### config.mk
export PLATFORM = sky130hd
export DESIGN_NAME = risc16_ctrl
export DESIGN_NICKNAME = d
export VERILOG_FILES = /design/src/rtl/risc16_pkg.sv /design/src/rtl/risc16_ctrl_decode.sv /design/src/rtl/risc16_ctrl.sv
export SDC_FILE = /design/constraint.sdc
export NUM_CORES = 1
export LEC_CHECK = 0
export ABC_CLOCK_PERIOD_IN_PS = 3000
export CORE_MARGIN = 4
export CORE_UTILIZATION = 40
export CTS_BUF_LIST = sky130_fd_sc_hd__clkbuf_4 sky130_fd_sc_hd__clkbuf_8
export DETAILED_ROUTE_END_ITERATION = 8
export PLACE_DENSITY = 0.72
export SYNTH_ARGS = -nofsm -noshare
export SYNTH_HDL_FRONTEND = slang
export SYNTH_SLANG_ARGS = --single-unit
### constraint.sdc
create_clock -name clk -period 3 [get_ports clk]
set_input_delay 0.6 -clock clk [delete_from_list [all_inputs] [get_ports clk]]
set_output_delay 0.6 -clock clk [all_outputs]
set_load 0.005 [all_outputs]
### src/rtl/risc16_pkg.sv
// Shared encodings for the RiSC-16 multi-cycle controller: opcodes, FSM states,
// ALU function codes, PC/writeback mux selects and the decoded control bundle.
package risc16_pkg;

    typedef enum logic [2:0] {
        OP_ADD  = 3'b000,
        OP_ADDI = 3'b001,
        OP_NAND = 3'b010,
        OP_LUI  = 3'b011,
        OP_SW   = 3'b100,
        OP_LW   = 3'b101,
        OP_BEQ  = 3'b110,
        OP_JALR = 3'b111
    } opcode_e;

    typedef enum logic [2:0] {
        ST_IDLE   = 3'd0,
        ST_FETCH  = 3'd1,
        ST_DECODE = 3'd2,
        ST_EXEC   = 3'd3,
        ST_MEM    = 3'd4,
        ST_HALT   = 3'd5
    } state_e;

    localparam logic [1:0] FUNC_ADD   = 2'b00;
    localparam logic [1:0] FUNC_NAND  = 2'b01;
    localparam logic [1:0] FUNC_PASS1 = 2'b10;
    localparam logic [1:0] FUNC_EQ    = 2'b11;

    localparam logic [1:0] PC_INC = 2'b00;
    localparam logic [1:0] PC_REL = 2'b01;
    localparam logic [1:0] PC_ALU = 2'b10;

    localparam logic [1:0] TGT_ALU = 2'b00;
    localparam logic [1:0] TGT_MEM = 2'b01;
    localparam logic [1:0] TGT_PC  = 2'b10;

    typedef struct packed {
        logic       mem_req;
        logic       mem_we;
        logic       mem_addr_sel;
        logic       ir_we;
        logic       pc_we;
        logic [1:0] mux_pc;
        logic       alu1;
        logic       alu2;
        logic [1:0] func;
        logic       rf_src2_sel;
        logic       rf_we;
        logic [1:0] mux_tgt;
        logic       retire;
    } ctrl_t;

    // SW and BEQ read rA on port 2 (store data / compare operand)
    function automatic logic uses_ra_src2(input opcode_e op);
        return (op == OP_SW) || (op == OP_BEQ);
    endfunction

    function automatic logic is_mem_op(input opcode_e op);
        return (op == OP_SW) || (op == OP_LW);
    endfunction

endpackage

### src/rtl/risc16_ctrl_decode.sv
// Combinational control decode: maps FSM state, opcode, imm7, EQ and the memory
// handshake onto the datapath control bundle. Anything not driven stays 0.
module risc16_ctrl_decode
    import risc16_pkg::*;
(
    input  state_e     state_i,
    input  opcode_e    op_i,
    input  logic [6:0] imm7_i,
    input  logic       eq_i,
    input  logic       mem_ready_i,
    output ctrl_t      ctrl_o
);

    // Per-state, per-opcode control word
    always_comb begin
        ctrl_o = '0;
        case (state_i)
            ST_FETCH: begin
                ctrl_o.mem_req = 1'b1;
                ctrl_o.ir_we   = mem_ready_i;
                ctrl_o.pc_we   = mem_ready_i;
                ctrl_o.mux_pc  = PC_INC;
            end
            ST_DECODE: begin
                ctrl_o.rf_src2_sel = uses_ra_src2(op_i);
            end
            ST_EXEC: begin
                ctrl_o.rf_src2_sel = uses_ra_src2(op_i);
                case (op_i)
                    OP_ADD: begin
                        ctrl_o.func    = FUNC_ADD;
                        ctrl_o.rf_we   = 1'b1;
                        ctrl_o.mux_tgt = TGT_ALU;
                        ctrl_o.retire  = 1'b1;
                    end
                    OP_ADDI: begin
                        ctrl_o.alu2   = 1'b1;
                        ctrl_o.func   = FUNC_ADD;
                        ctrl_o.rf_we  = 1'b1;
                        ctrl_o.retire = 1'b1;
                    end
                    OP_NAND: begin
                        ctrl_o.func   = FUNC_NAND;
                        ctrl_o.rf_we  = 1'b1;
                        ctrl_o.retire = 1'b1;
                    end
                    OP_LUI: begin
                        ctrl_o.alu1   = 1'b1;
                        ctrl_o.func   = FUNC_PASS1;
                        ctrl_o.rf_we  = 1'b1;
                        ctrl_o.retire = 1'b1;
                    end
                    OP_SW, OP_LW: begin
                        ctrl_o.alu2 = 1'b1;
                        ctrl_o.func = FUNC_ADD;
                    end
                    OP_BEQ: begin
                        ctrl_o.func   = FUNC_EQ;
                        ctrl_o.pc_we  = eq_i;
                        ctrl_o.mux_pc = PC_REL;
                        ctrl_o.retire = 1'b1;
                    end
                    OP_JALR: begin
                        // Nonzero imm7 is the halt encoding: nothing is written
                        if (imm7_i == 7'd0) begin
                            ctrl_o.func    = FUNC_PASS1;
                            ctrl_o.rf_we   = 1'b1;
                            ctrl_o.mux_tgt = TGT_PC;
                            ctrl_o.pc_we   = 1'b1;
                            ctrl_o.mux_pc  = PC_ALU;
                            ctrl_o.retire  = 1'b1;
                        end else begin
                            ctrl_o.retire = 1'b0;
                        end
                    end
                    default: begin
                        ctrl_o.retire = 1'b0;
                    end
                endcase
            end
            ST_MEM: begin
                ctrl_o.rf_src2_sel  = uses_ra_src2(op_i);
                ctrl_o.alu2         = 1'b1;
                ctrl_o.func         = FUNC_ADD;
                ctrl_o.mem_req      = 1'b1;
                ctrl_o.mem_addr_sel = 1'b1;
                ctrl_o.mem_we       = (op_i == OP_SW);
                ctrl_o.rf_we        = mem_ready_i && (op_i == OP_LW);
                ctrl_o.mux_tgt      = (mem_ready_i && (op_i == OP_LW)) ? TGT_MEM : TGT_ALU;
                ctrl_o.retire       = mem_ready_i;
            end
            default: begin
                ctrl_o = '0;
            end
        endcase
    end

endmodule

### src/rtl/risc16_ctrl.sv
// RiSC-16 multi-cycle control FSM: state register, memory wait counter with
// bus-error timeout, and the sticky halted/bus_err flags.
module risc16_ctrl
    import risc16_pkg::*;
#(
    parameter int unsigned TIMEOUT = 255,
    parameter int unsigned TO_W    = 8
) (
    input  logic       clk,
    input  logic       rst,
    input  logic       run,
    input  logic [2:0] op,
    input  logic [6:0] imm7,
    input  logic       EQ,
    input  logic       mem_ready,
    output logic       mem_req,
    output logic       mem_we,
    output logic       mem_addr_sel,
    output logic       ir_we,
    output logic       pc_we,
    output logic [1:0] mux_pc,
    output logic       MUX_alu1,
    output logic       MUX_alu2,
    output logic [1:0] FUNC_alu,
    output logic       rf_src2_sel,
    output logic       rf_we,
    output logic [1:0] mux_tgt,
    output logic       retire,
    output logic       halted,
    output logic       bus_err
);

    // The count before the final wait cycle; reaching it with ready low is the timeout
    localparam logic [TO_W-1:0] TO_LAST = TO_W'(TIMEOUT - 32'd1);
    localparam logic [TO_W-1:0] CNT_ONE = {{(TO_W-1){1'b0}}, 1'b1};

    state_e          state_q;
    logic [TO_W-1:0] cnt_q;
    logic            halted_q;
    logic            bus_err_q;
    opcode_e         op_s;
    logic            halt_op_s;
    logic            to_hit_s;
    ctrl_t           ctrl_s;

    assign op_s      = opcode_e'(op);
    assign halt_op_s = (op_s == OP_JALR) && (imm7 != 7'd0);
    assign to_hit_s  = (TIMEOUT != 32'd0) && (cnt_q == TO_LAST);

    risc16_ctrl_decode u_decode (
        .state_i     (state_q),
        .op_i        (op_s),
        .imm7_i      (imm7),
        .eq_i        (EQ),
        .mem_ready_i (mem_ready),
        .ctrl_o      (ctrl_s)
    );

    // State sequencing, wait counter and sticky flags
    always_ff @(posedge clk) begin
        if (rst) begin
            state_q   <= ST_IDLE;
            cnt_q     <= '0;
            halted_q  <= 1'b0;
            bus_err_q <= 1'b0;
        end else begin
            case (state_q)
                ST_IDLE: begin
                    cnt_q   <= '0;
                    state_q <= run ? ST_FETCH : ST_IDLE;
                end
                ST_FETCH, ST_MEM: begin
                    if (mem_ready) begin
                        cnt_q   <= '0;
                        state_q <= (state_q == ST_FETCH) ? ST_DECODE : ST_FETCH;
                    end else if (to_hit_s) begin
                        cnt_q     <= '0;
                        state_q   <= ST_HALT;
                        halted_q  <= 1'b1;
                        bus_err_q <= 1'b1;
                    end else begin
                        cnt_q <= cnt_q + CNT_ONE;
                    end
                end
                ST_DECODE: begin
                    cnt_q   <= '0;
                    state_q <= ST_EXEC;
                end
                ST_EXEC: begin
                    cnt_q <= '0;
                    if (is_mem_op(op_s)) begin
                        state_q <= ST_MEM;
                    end else if (halt_op_s) begin
                        state_q  <= ST_HALT;
                        halted_q <= 1'b1;
                    end else begin
                        state_q <= ST_FETCH;
                    end
                end
                ST_HALT: begin
                    state_q <= ST_HALT;
                end
                default: begin
                    state_q <= ST_IDLE;
                end
            endcase
        end
    end

    assign mem_req      = ctrl_s.mem_req;
    assign mem_we       = ctrl_s.mem_we;
    assign mem_addr_sel = ctrl_s.mem_addr_sel;
    assign ir_we        = ctrl_s.ir_we;
    assign pc_we        = ctrl_s.pc_we;
    assign mux_pc       = ctrl_s.mux_pc;
    assign MUX_alu1     = ctrl_s.alu1;
    assign MUX_alu2     = ctrl_s.alu2;
    assign FUNC_alu     = ctrl_s.func;
    assign rf_src2_sel  = ctrl_s.rf_src2_sel;
    assign rf_we        = ctrl_s.rf_we;
    assign mux_tgt      = ctrl_s.mux_tgt;
    assign retire       = ctrl_s.retire;
    assign halted       = halted_q;
    assign bus_err      = bus_err_q;

endmodule

# Yosys cells after proc, flatten, opt, wreduce, memory -nomap -nowiden
# Cells that the tools add are included.
[op_classes]
add_sub_neg = 1
n_mux = 34
reduce_logical = 19
eq_ne = 18
bitwise_logic = 1
[ops]
columns = ["op", "count"]
rows = [
  ["3-bit equality test, second input constant", 6],
  ["3-bit case mux with 2 select lines", 3],
  ["8-bit 2-to-1 mux", 2],
  ["8-bit case mux with 2 select lines", 1],
  ["3-bit 2-to-1 mux", 5],
  ["3-bit case mux with 5 select lines", 1],
  ["1-bit 2-to-1 mux", 13],
  ["3-bit by 2-bit equality test with 1-bit output, second input constant", 4],
  ["2-bit case mux with 5 select lines", 1],
  ["3-bit OR reduction", 3],
  ["8-bit by 1-bit adder with 8-bit output, second input constant", 1],
  ["8-bit equality test, second input constant", 1],
  ["2-bit 2-to-1 mux", 4],
  ["4-bit case mux with 2 select lines", 1],
  ["4-bit OR reduction", 2],
  ["7-bit zero test", 1],
  ["7-bit nonzero test", 1],
  ["3-bit by 1-bit equality test with 1-bit output, second input constant", 2],
  ["3-bit zero test", 2],
  ["2-bit != test, second input constant", 3],
  ["1-bit case mux with 2 select lines", 3],
  ["5-bit AND reduction", 1],
  ["5-bit OR reduction", 1],
  ["2-bit nonzero test", 2],
  ["7 further kinds", 9],
]
[word_totals]
out_inout_bits = 18
regBits = 13
inputBits = 15
word_cells = 77

# Depth between registers and ports, before layout
# Gate-level depths: netlist of run 1.
[logic_depth]
word_depth = 5
ltp_mapped = 7
depth_no_buf = 6

# Cells and area by module
# From an unflattened synthesis of run 1, not the netlist that was laid out.
[hier_totals]
cells_unflattened = 128
area_unflattened_um2 = 1061.0
[modules_own_cells]
columns = ["mod", "area_each_um2", "instances", "cells_each", "seq_area_each_um2"]
rows = [
  ["risc16_ctrl", 795.8, 1, 91, 260.2],
  ["risc16_ctrl_decode", 265.3, 1, 37, 0.0],
]

# Worst setup path before layout of run 1
# OpenSTA, ideal clock, no wires.
[synth_timing]
path_kind = "input-to-output"
start = "in imm7[2]"
end = "out rf_we"
path_stages = 4
t_arrival_ns = 1.551
setup_slack_ns = 0.849
path_buffers = 0
required_time_ns = 2.400
path_cell_list = "nor4_1 nand2_1 o21ai_0 a21o_1"
[synth_between]
elab_chain_len = 4
[synth_rtl]
columns = ["item", "line", "rtl"]
rows = [
  ["from (decl)", "risc16_ctrl.sv:13", "input logic [6:0] imm7,"],
  ["7-bit zero test", "risc16_ctrl_decode.sv:65", "if (imm7_i == 7'd0) begin"],
  ["3-bit 2-to-1 mux", "risc16_ctrl_decode.sv:65", ""],
  ["1-bit case mux with 2 select lines", "risc16_ctrl_decode.sv:29", "case (op_i)"],
  ["4-bit case mux with 2 select lines", "risc16_ctrl_decode.sv:17", "case (state_i)"],
  ["to (decl)", "risc16_ctrl.sv:26", "output logic rf_we,"],
]
# Every way passes these cells.

# Worst setup path in the final report of run 1
[layout_timing]
start = "in imm7[2]"
end = "out retire"
[layout_between]
elab_chain_len = 4
[layout_rtl]
columns = ["item", "line", "rtl"]
rows = [
  ["7-bit zero test", "risc16_ctrl_decode.sv:65", ""],
  ["1-bit 2-to-1 mux", "risc16_ctrl_decode.sv:65", ""],
  ["1-bit case mux with 2 select lines", "risc16_ctrl_decode.sv:29", ""],
  ["4-bit case mux with 2 select lines", "risc16_ctrl_decode.sv:17", ""],
  ["to (decl)", "risc16_ctrl.sv:28", "output logic retire,"],
]
# Every way passes these cells.

==> results of run 1 <==
-- repair_timing --
item	4_1_cts	5_1_grt
hold endpoints to repair	0	0
hold buffers	0	0
setup endpoints to repair	0	1
resized for setup	0	1
-- routing by layer --
layer / track usage / share of wire
met4: 0.01987 / 0.0039
met2: 0.2823 / 0.49
met1: 0.2336 / 0.47
met5: 0 / 0
met3: 0.04009 / 0.038
-- power breakdown --
group	total (W)	internal, W	switching [W]
logic	0.000238	0.000129	0.000109
clock network	0.000120	0.0000606	0.0000595
registers	0.000217	0.000185	0.0000314
-- worst reg2reg max path, delay by kind of cell, from the launching register on --
family	cells	cell delay [ps]
and+or+nand+nor	1	290
DFF	1	390
buffers and inverters	1	90
adders and majority gates	1	200
AOI/OAI and AO/OA	3	760
-- final cells by class --
type | instances | area (um^2) | area share
Inverter | 10 | 37.54 | 0.02671
Sequential cell | 13 | 260.3 | 0.1852
Multi-Input combinational cell | 101 | 654.4 | 0.4657
Clock buffer | 4 | 30.03 | 0.02137
Timing Repair Buffer | 41 | 387.9 | 0.2760
Tap cell | 28 | 35.03 | 0.02493
-- cell families after synthesis --
| logic type | count (synthesis) | synth area share |
|---|---|---|
| compound gates | 41 | 0.2995 |
| xor+xnor | 1 | 0.008774 |
| simple gates | 53 | 0.2820 |
| fa+ha+maj | 2 | 0.02506 |
| flops | 13 | 0.2607 |
| buf+inv | 19 | 0.08396 |
| mux | 4 | 0.04010 |
-- registers in the layout, summed over array words and instances, names as in the netlist --
register  count
bus_err       1
cnt_q         8
state_q       3
halted        1
-- metrics by stage --
step,cell area [um^2],total power (W),instances,hold slack [ps],worst slack (ps)
2_1_floorplan,998.5,0.0003573,133,431.9,849.5
3_3_place_gp,1375,0.0004494,193,440.0,115.9
3_5_place_dp,1375,0.0004568,193,445.7,90.64
4_1_cts,1405,0.0005773,197,458.0,69.87
5_1_grt,1405,0.0006126,197,472.8,5.899
6_report,1405,0.0005748,197,453.6,97.29
-- cells in the final DEF, fill, tap and decap left out, drive strengths merged, types with 4 or more instances in the layout --
| cell | n |
|---|---|
| clkdlybuf4s50 | 32 |
| nor2 | 13 |
| dfxtp | 13 |
| inv | 10 |
| a21oi | 10 |
| buf | 9 |
| nand2 | 7 |
| o21ai | 7 |
| nor3 | 6 |
| nand3 | 6 |
| a21o | 5 |
| mux2i | 4 |
| clkbuf | 4 |
| a211oi | 4 |
-- final timing paths --
check              to  slack, ps  cells after the start
max            retire        100                      7
min           bus_err        450                      2
max reg2reg  cnt_q[4]       1210                      6
min reg2reg   bus_err        450                      2
==> flow_metrics.env, run 1 <==
export IMPL_synth_area_leaders="dfxtp_1 26%, a21oi_1 5.0%, nor2_1 4.9%"
export IMPL_finalMaxSlewViolations=0
export IMPL_crit_slowest_cell="clkdlybuf4s50_1"
export IMPL_leakagePower_nw=0.5597
export IMPL_worst_path_most_repeated_cell="clkdlybuf4s50_1"
export IMPL_synth_edff_count=0
export IMPL_die_area_um2=3359
export IMPL_crit_path_start_kind="primary input"
export IMPL_rsz0062_at_grt="false"
export IMPL_syn_area_per_cell_um2=7.507
export IMPL_max_freq_mhz=344.5
export IMPL_final_nets=187
export IMPL_crit_fanout=5
export IMPL_dp_final_hpwl_um=2201
export IMPL_report_final_hold_viol_count=0
export IMPL_finalSetupViolations=0
export IMPL_worstHoldStart="bus_err"
export IMPL_ys_seq_area_frac=0.2607
export IMPL_cp_cell_sequence="clkdlybuf4s50_1, nor4_1, buf_4, a21boi_0, o21ai_0, a22o_1, clkdlybuf4s50_1"
export IMPL_n_antenna_cell=0
export IMPL_cts_root_buf="clkbuf_4"
export IMPL_syn_num_nets=150
export IMPL_finalCritPeriodShare=0.9676
export IMPL_peakVddDrop_mv=0.3270
export IMPL_rr_startpoint="cnt_q[0]"
export IMPL_tritoncts="done"
export IMPL_dr_pass1_iters=5
export IMPL_cts_max_level=1
export IMPL_routedWlPerCell_um=14.21
export IMPL_clock_sinks=13
export IMPL_post_route_drc_count=0
export IMPL_yosys_area_top_type="dfxtp_1"
export IMPL_synthFlopType="dfxtp_1"
export IMPL_grt_pass1_wl_um=4616
export IMPL_n_fill_cell=208
export IMPL_critPathBufInv=3
export IMPL_die_x_um=57.96
export IMPL_path_class="primary input to output port"
export IMPL_period_minus_slack_ps=2903
export IMPL_hold_class="flop to flop"
export IMPL_post_cts_buffers=0
export IMPL_drt_initial_drc_count=13
export IMPL_ios=33
export IMPL_crit_family="buffers and inverters"
export IMPL_insertion_delay_ps=280
export IMPL_max_stage_delay_ps=500
export IMPL_drive_above_1_share=0.1183
export IMPL_io_buffers=32
export IMPL_ys_async_sr_fraction=0
export IMPL_std_cell_rows=17
export IMPL_vias_per_cell=5.487
export IMPL_syn_area_um2=998.5
export IMPL_p_per_area_nw_per_um2=409.1
export IMPL_gp_congestion=0.8429
export IMPL_startpoint="imm7[2]"
export IMPL_slew_headroom=0.6752
export IMPL_grt_max_degree=15
export IMPL_grtUsageTotal=0.1713
export IMPL_clockBufferDepth=2
export IMPL_synth_common_cells="13 x dfxtp_1, 13 x nor2_1, 10 x a21oi_1, 10 x inv_1, 7 x nand2_1"
export IMPL_synth_top_area_share=0.2607
export IMPL_coreArea_um2=2297
export IMPL_wl_um=2800
export IMPL_final_util=0.6117
export IMPL_grt_antenna_before_repair=0
export IMPL_finClkSkew_ps=1.171
export IMPL_areaGrowthSynthToFinish_pct=40.73
export IMPL_tns_ps=0
export IMPL_status="completed"
export IMPL_required_ps=2400
export IMPL_vias=1081
export IMPL_ys_warnings_count=0
export IMPL_yosysUniqueCellTypes=45
export IMPL_die_h_um=57.96
export IMPL_tightest_slew_ps=483.8
export IMPL_first_global_vias=978
export IMPL_syn_inst=133
export IMPL_cap_viol_max_count=0
export IMPL_numCtsBuffers=3
export IMPL_grt_ovfl_total=0
export IMPL_synth_seq_cells=13
export IMPL_worst_setup_path_end_kind="output port"
export IMPL_path_clk_slew_ps=80
export IMPL_postRouteAntennaNets=0
export IMPL_arrival_ps=2300
export IMPL_start_util=0.4346
Power figures use the tool's default switching activity.
==> run 2, diff against run 1 <==
--- a/config.mk
+++ b/config.mk
@@ -11,6 +11,7 @@
 export CTS_BUF_LIST = sky130_fd_sc_hd__clkbuf_4 sky130_fd_sc_hd__clkbuf_8
 export DETAILED_ROUTE_END_ITERATION = 8
 export PLACE_DENSITY = 0.72
+export RECOVER_POWER = 100
 export SYNTH_ARGS = -nofsm -noshare
 export SYNTH_HDL_FRONTEND = slang
 export SYNTH_SLANG_ARGS = --single-unit
==> flow_metrics.env, run 2 (synthesis results as in run 1) <==
export IMPL_status="completed"
export IMPL_path_class="primary input to output port"
export IMPL_dr_pass1_iters=4
export IMPL_largest_reg_flops=8
export IMPL_worst_setup_path_end_kind="output port"
export IMPL_grt_antenna_before_repair=0
export IMPL_drive_above_1_share=0.09467
export IMPL_required_ps=2400
export IMPL_max_freq_mhz=344.3
export IMPL_leakagePower_nw=0.5813
export IMPL_tns_ps=0
export IMPL_final_cells=197
export IMPL_crit_slowest_cell="clkdlybuf4s50_1"
export IMPL_hold_class="flop to flop"
export IMPL_crit_fanout=5
export IMPL_finalCritPeriodShare=0.9681
export IMPL_swShare=0.3480
export IMPL_die_h_um=57.96
export IMPL_areaGrowthSynthToFinish_pct=38.09
export IMPL_intPower_w=0.0003621
export IMPL_rsz0062_at_grt="false"
export IMPL_gp_congestion=0.8429
export IMPL_grt_ovfl_total=0
export IMPL_ios=33
export IMPL_layout_common_cells="21 x clkdlybuf4s50_1, 13 x nor2_1, 13 x dfxtp_1"
export IMPL_die_x_um=57.96
export IMPL_dp_final_hpwl_um=2201
export IMPL_worst_path_most_repeated_cell="clkdlybuf4s50_1"
export IMPL_numCtsBuffers=3
export IMPL_slew_headroom=0.5864
export IMPL_pwr_share_comb=0.392
export IMPL_post_place_ws_ps=90.64
export IMPL_wl_um=2790
export IMPL_final_nets=187
export IMPL_arrival_ps=2300
export IMPL_cts_root_buf="clkbuf_4"
export IMPL_first_global_vias=978
export IMPL_reg_largest_list="cnt_q x8, state_q x3"
export IMPL_cts_hold_buf=0
export IMPL_p_sw_w=0.0001932
export IMPL_clockBufferDepth=2
export IMPL_io_buffers=32
export IMPL_regMostFlops="cnt_q"
export IMPL_vias_per_cell=5.447
export IMPL_vias=1073
export IMPL_period_minus_slack_ps=2904
export IMPL_final_util=0.6002
export IMPL_clock_sinks=13
export IMPL_grtUsageTotal=0.1713
export IMPL_post_route_drc_count=0
export IMPL_die_area_um2=3359
export IMPL_dp_cells=193
export IMPL_cap_viol_max_count=0
export IMPL_setup_slack_ps=95.82
export IMPL_path_clk_slew_ps=80
export IMPL_tritoncts="done"
export IMPL_finClkSkew_ps=2.305
export IMPL_coreArea_um2=2297
export IMPL_insertion_delay_ps=280
export IMPL_crit_path_start_kind="primary input"
export IMPL_routedWlPerCell_um=14.16
export IMPL_max_stage_delay_ps=500
export IMPL_finalMaxSlewViolations=0
export IMPL_report_final_hold_viol_count=0
export IMPL_grt_pass1_wl_um=4616
export IMPL_tightest_slew_ps=619.3
export IMPL_cp_cell_sequence="clkdlybuf4s50_1, nor4_1, buf_4, a21boi_0, o21ai_0, a22o_1, clkdlybuf4s50_1"
export IMPL_start_util=0.4346
export IMPL_postRouteAntennaNets=0
export IMPL_finalSetupViolations=0
export IMPL_std_cell_rows=17
export IMPL_drt_initial_drc_count=31
export IMPL_pwr_share_seq=0.390
export IMPL_peakVddDrop_mv=0.3016
export IMPL_layout_commonest_cell="clkdlybuf4s50_1"
export IMPL_grt_max_degree=15
export IMPL_p_per_area_nw_per_um2=402.8
export IMPL_clkPwrFrac=0.218
export IMPL_cts_max_level=1
export IMPL_n_antenna_cell=0
[run 2: changes by cell type in the layout (fill, tap and decap cells not counted), sizes merged]
cell / change
clkbuf: +2
buf: -2
dlygate4sd3: +11
clkdlybuf4s50: -11
[run 2: power by group through the flow]
stage | logic [W] | registers [W] | clock network, W
global route | 0.000244 | 0.000222 | 0.000129
detailed placement | 0.000237 | 0.000220 | 0
finish | 0.000218 | 0.000216 | 0.000121
CTS | 0.000238 | 0.000216 | 0.000124
global placement | 0.000231 | 0.000218 | 0
floorplan | 0.000158 | 0.000199 | 0
[run 2: per-stage QoR]
step                      power (W)  hold WS, ps  instance area, um^2
after global routing      0.0005942        470.1                 1379
after CTS                 0.0005773        458.0                 1405
after floorplan           0.0003573        431.9                998.5
after global placement    0.0004494        440.0                 1375
final                     0.0005553        450.6                 1379
after detailed placement  0.0004568        445.7                 1375
[run 2: layout make-up]
class	instances	area, um^2
inverters	10	37.54
multi-input cells	101	635.6
fillers	214	918.4
flip-flops and latches	13	260.3
clock buffers	4	30.03
repair buffers	41	380.4
well taps	28	35.03
[run 2: critical path, delay by kind of cell]
kind | cells | cell delay, ps
compound gates | 3 | 350
buf+inv | 3 | 1080
simple gates | 1 | 270
[run 2: worst paths after layout]
kind / startpoint / endpoint / slack, ps / depth (start not counted)
max: imm7[2] / retire / 100 / 7
min: bus_err / bus_err / 450 / 2
max reg2reg: state_q[1] / cnt_q[7] / 1050 / 5
min reg2reg: bus_err / bus_err / 450 / 2
[run 2: repair_timing]
action / 4_1_cts / 5_1_grt
resized for setup: 0 / 1
setup buffers: 0 / 0
setup endpoints to repair: 0 / 1
[run 2: routing by layer]
metal  vias up  share of wire  global-route usage
li1        554              -                   -
met1       494           0.47              0.2336
met2        23           0.49              0.2823
met3         2          0.033             0.04009
met4         0         0.0039             0.01987
met5         -              0                   0
==> run 3, diff against run 2 <==
--- a/config.mk
+++ b/config.mk
@@ -6,7 +6,6 @@
 export NUM_CORES = 1
 export LEC_CHECK = 0
 export ABC_CLOCK_PERIOD_IN_PS = 3000
-export CORE_MARGIN = 4
 export CORE_UTILIZATION = 40
 export CTS_BUF_LIST = sky130_fd_sc_hd__clkbuf_4 sky130_fd_sc_hd__clkbuf_8
 export DETAILED_ROUTE_END_ITERATION = 8
==> flow_metrics.env, run 3 (synthesis results as in run 1) <==
export IMPL_status="completed"
export IMPL_grt_pass1_wl_um=4312
export IMPL_dp_cells=191
export IMPL_pwr_share_seq=0.380
export IMPL_io_buffers=32
export IMPL_numCtsBuffers=3
export IMPL_peakVddDrop_mv=0.4186
export IMPL_cap_viol_max_count=0
export IMPL_clkPwrFrac=0.208
export IMPL_intPower_w=0.0003737
export IMPL_setup_slack_ps=88.57
export IMPL_drt_initial_drc_count=10
export IMPL_required_ps=2400
export IMPL_finalCritPeriodShare=0.9705
export IMPL_worst_path_most_repeated_cell="clkdlybuf4s50_1"
export IMPL_die_x_um=51.96
export IMPL_layout_common_cells="31 x clkdlybuf4s50_1, 13 x nor2_1, 12 x dfxtp_1"
export IMPL_cts_root_buf="clkbuf_4"
export IMPL_ios=33
export IMPL_regMostFlops="cnt_q"
export IMPL_finClkSkew_ps=5.287
export IMPL_die_h_um=51.96
export IMPL_finalSetupViolations=0
export IMPL_multi_input_comb_area_um2=666.9
export IMPL_max_freq_mhz=343.5
export IMPL_postRouteAntennaNets=0
export IMPL_cts_max_level=1
export IMPL_drive_above_1_share=0.1369
export IMPL_routedWlPerCell_um=13.42
export IMPL_dr_pass1_iters=4
export IMPL_wl_um=2631
export IMPL_crit_fanout=5
export IMPL_final_cells=196
export IMPL_arrival_ps=2310
export IMPL_p_per_area_nw_per_um2=404.9
export IMPL_insertion_delay_ps=280
export IMPL_p_sw_w=0.0001977
export IMPL_grtUsageTotal=0.2117
export IMPL_power_w=0.0005714
export IMPL_place_area_um2=1360
export IMPL_tightest_slew_ps=472.0
export IMPL_period_minus_slack_ps=2911
export IMPL_report_final_hold_viol_count=0
export IMPL_leakagePower_nw=0.5584
export IMPL_final_nets=186
export IMPL_crit_slowest_cell="clkdlybuf4s50_1"
export IMPL_clock_sinks=13
export IMPL_tritoncts="done"
export IMPL_clockBufferDepth=2
export IMPL_reg_largest_list="cnt_q x8, state_q x3"
export IMPL_grt_max_degree=15
export IMPL_worst_setup_path_end_kind="output port"
export IMPL_areaGrowthSynthToFinish_pct=41.35
export IMPL_n_antenna_cell=0
export IMPL_die_area_um2=2700
export IMPL_std_cell_rows=17
export IMPL_grt_ovfl_total=0
export IMPL_first_global_vias=1019
export IMPL_layout_commonest_cell="clkdlybuf4s50_1"
export IMPL_gp_congestion=0.8165
export IMPL_max_stage_delay_ps=510
export IMPL_path_class="primary input to output port"
export IMPL_cts_hold_buf=0
export IMPL_largest_reg_flops=8
export IMPL_final_cell_area_um2=1411
export IMPL_regArea_um2=261.5
export IMPL_path_clk_slew_ps=80
export IMPL_rsz0062_at_grt="true"
export IMPL_post_place_ws_ps=78.34
export IMPL_coreArea_um2=2276
export IMPL_pwr_share_comb=0.411
export IMPL_hold_class="flop to flop"
export IMPL_grt_antenna_before_repair=0
export IMPL_dp_final_hpwl_um=2010
export IMPL_vias_per_cell=5.628
export IMPL_swShare=0.3460
export IMPL_n_fill_cell=195
export IMPL_post_route_drc_count=0
export IMPL_start_util=0.4387
export IMPL_vias=1103
export IMPL_crit_path_start_kind="primary input"
export IMPL_cp_cell_sequence="clkdlybuf4s50_1, nor4_2, buf_4, a21boi_0, o21ai_1, a22o_1, clkdlybuf4s50_1"
export IMPL_finalMaxSlewViolations=0
export IMPL_slew_headroom=0.6820
run 3: power groups by stage:
stage / clock network [W] / registers [W] / logic [W]
6_report: 0.000119 / 0.000217 / 0.000235
5_1_grt: 0.000131 / 0.000221 / 0.000262
3_3_place_gp: 0 / 0.000217 / 0.000228
2_1_floorplan: 0 / 0.000199 / 0.000158
3_5_place_dp: 0 / 0.000219 / 0.000233
4_1_cts: 0.000121 / 0.000215 / 0.000234
run 3: area by class of cell:
cell class,count,area share
Multi-Input combinational cell,101,0.4725
Timing Repair Buffer,40,0.2695
Sequential cell,13,0.1853
Inverter,10,0.02660
Tap cell,28,0.02482
Clock buffer,4,0.02128
run 3: through the flow:
stage          TNS [ps]  hold slack, ps  utilization
6_report              0           461.1       0.6201
5_1_grt          -12.65           483.4       0.6201
2_1_floorplan         0           431.9            -
3_5_place_dp          0           454.5       0.5976
3_3_place_gp          0           438.9       0.5976
4_1_cts               0           466.7       0.6108
run 3: critical path: cells and delay by family:
family / cells / cell delay (ps)
AO/OA/AOI/OAI: 3 / 340
buffers and inverters: 3 / 1100
AND/OR/NAND/NOR: 1 / 270
run 3: repair_timing:
item	4_1_cts	5_1_grt
gates resized for setup	0	6
endpoints found under the setup margin	0	6
buffers inserted	0	1
run 3: routing by layer:
layer / vias up / global-route usage / routed length [um]
li1: 557 / - / -
met5: - / 0 / 0
met2: 22 / 0.3483 / 1335
met4: 0 / 0.04505 / 27
met3: 4 / 0.06725 / 83
met1: 520 / 0.2667 / 1185
run 3: final timing paths:
check,slack [ps],start,to,cells after the start
max reg2reg,1160,cnt_q[0],cnt_q[7],6
min reg2reg,460,bus_err,bus_err,2
min,460,bus_err,bus_err,2
max,90,imm7[6],retire,7
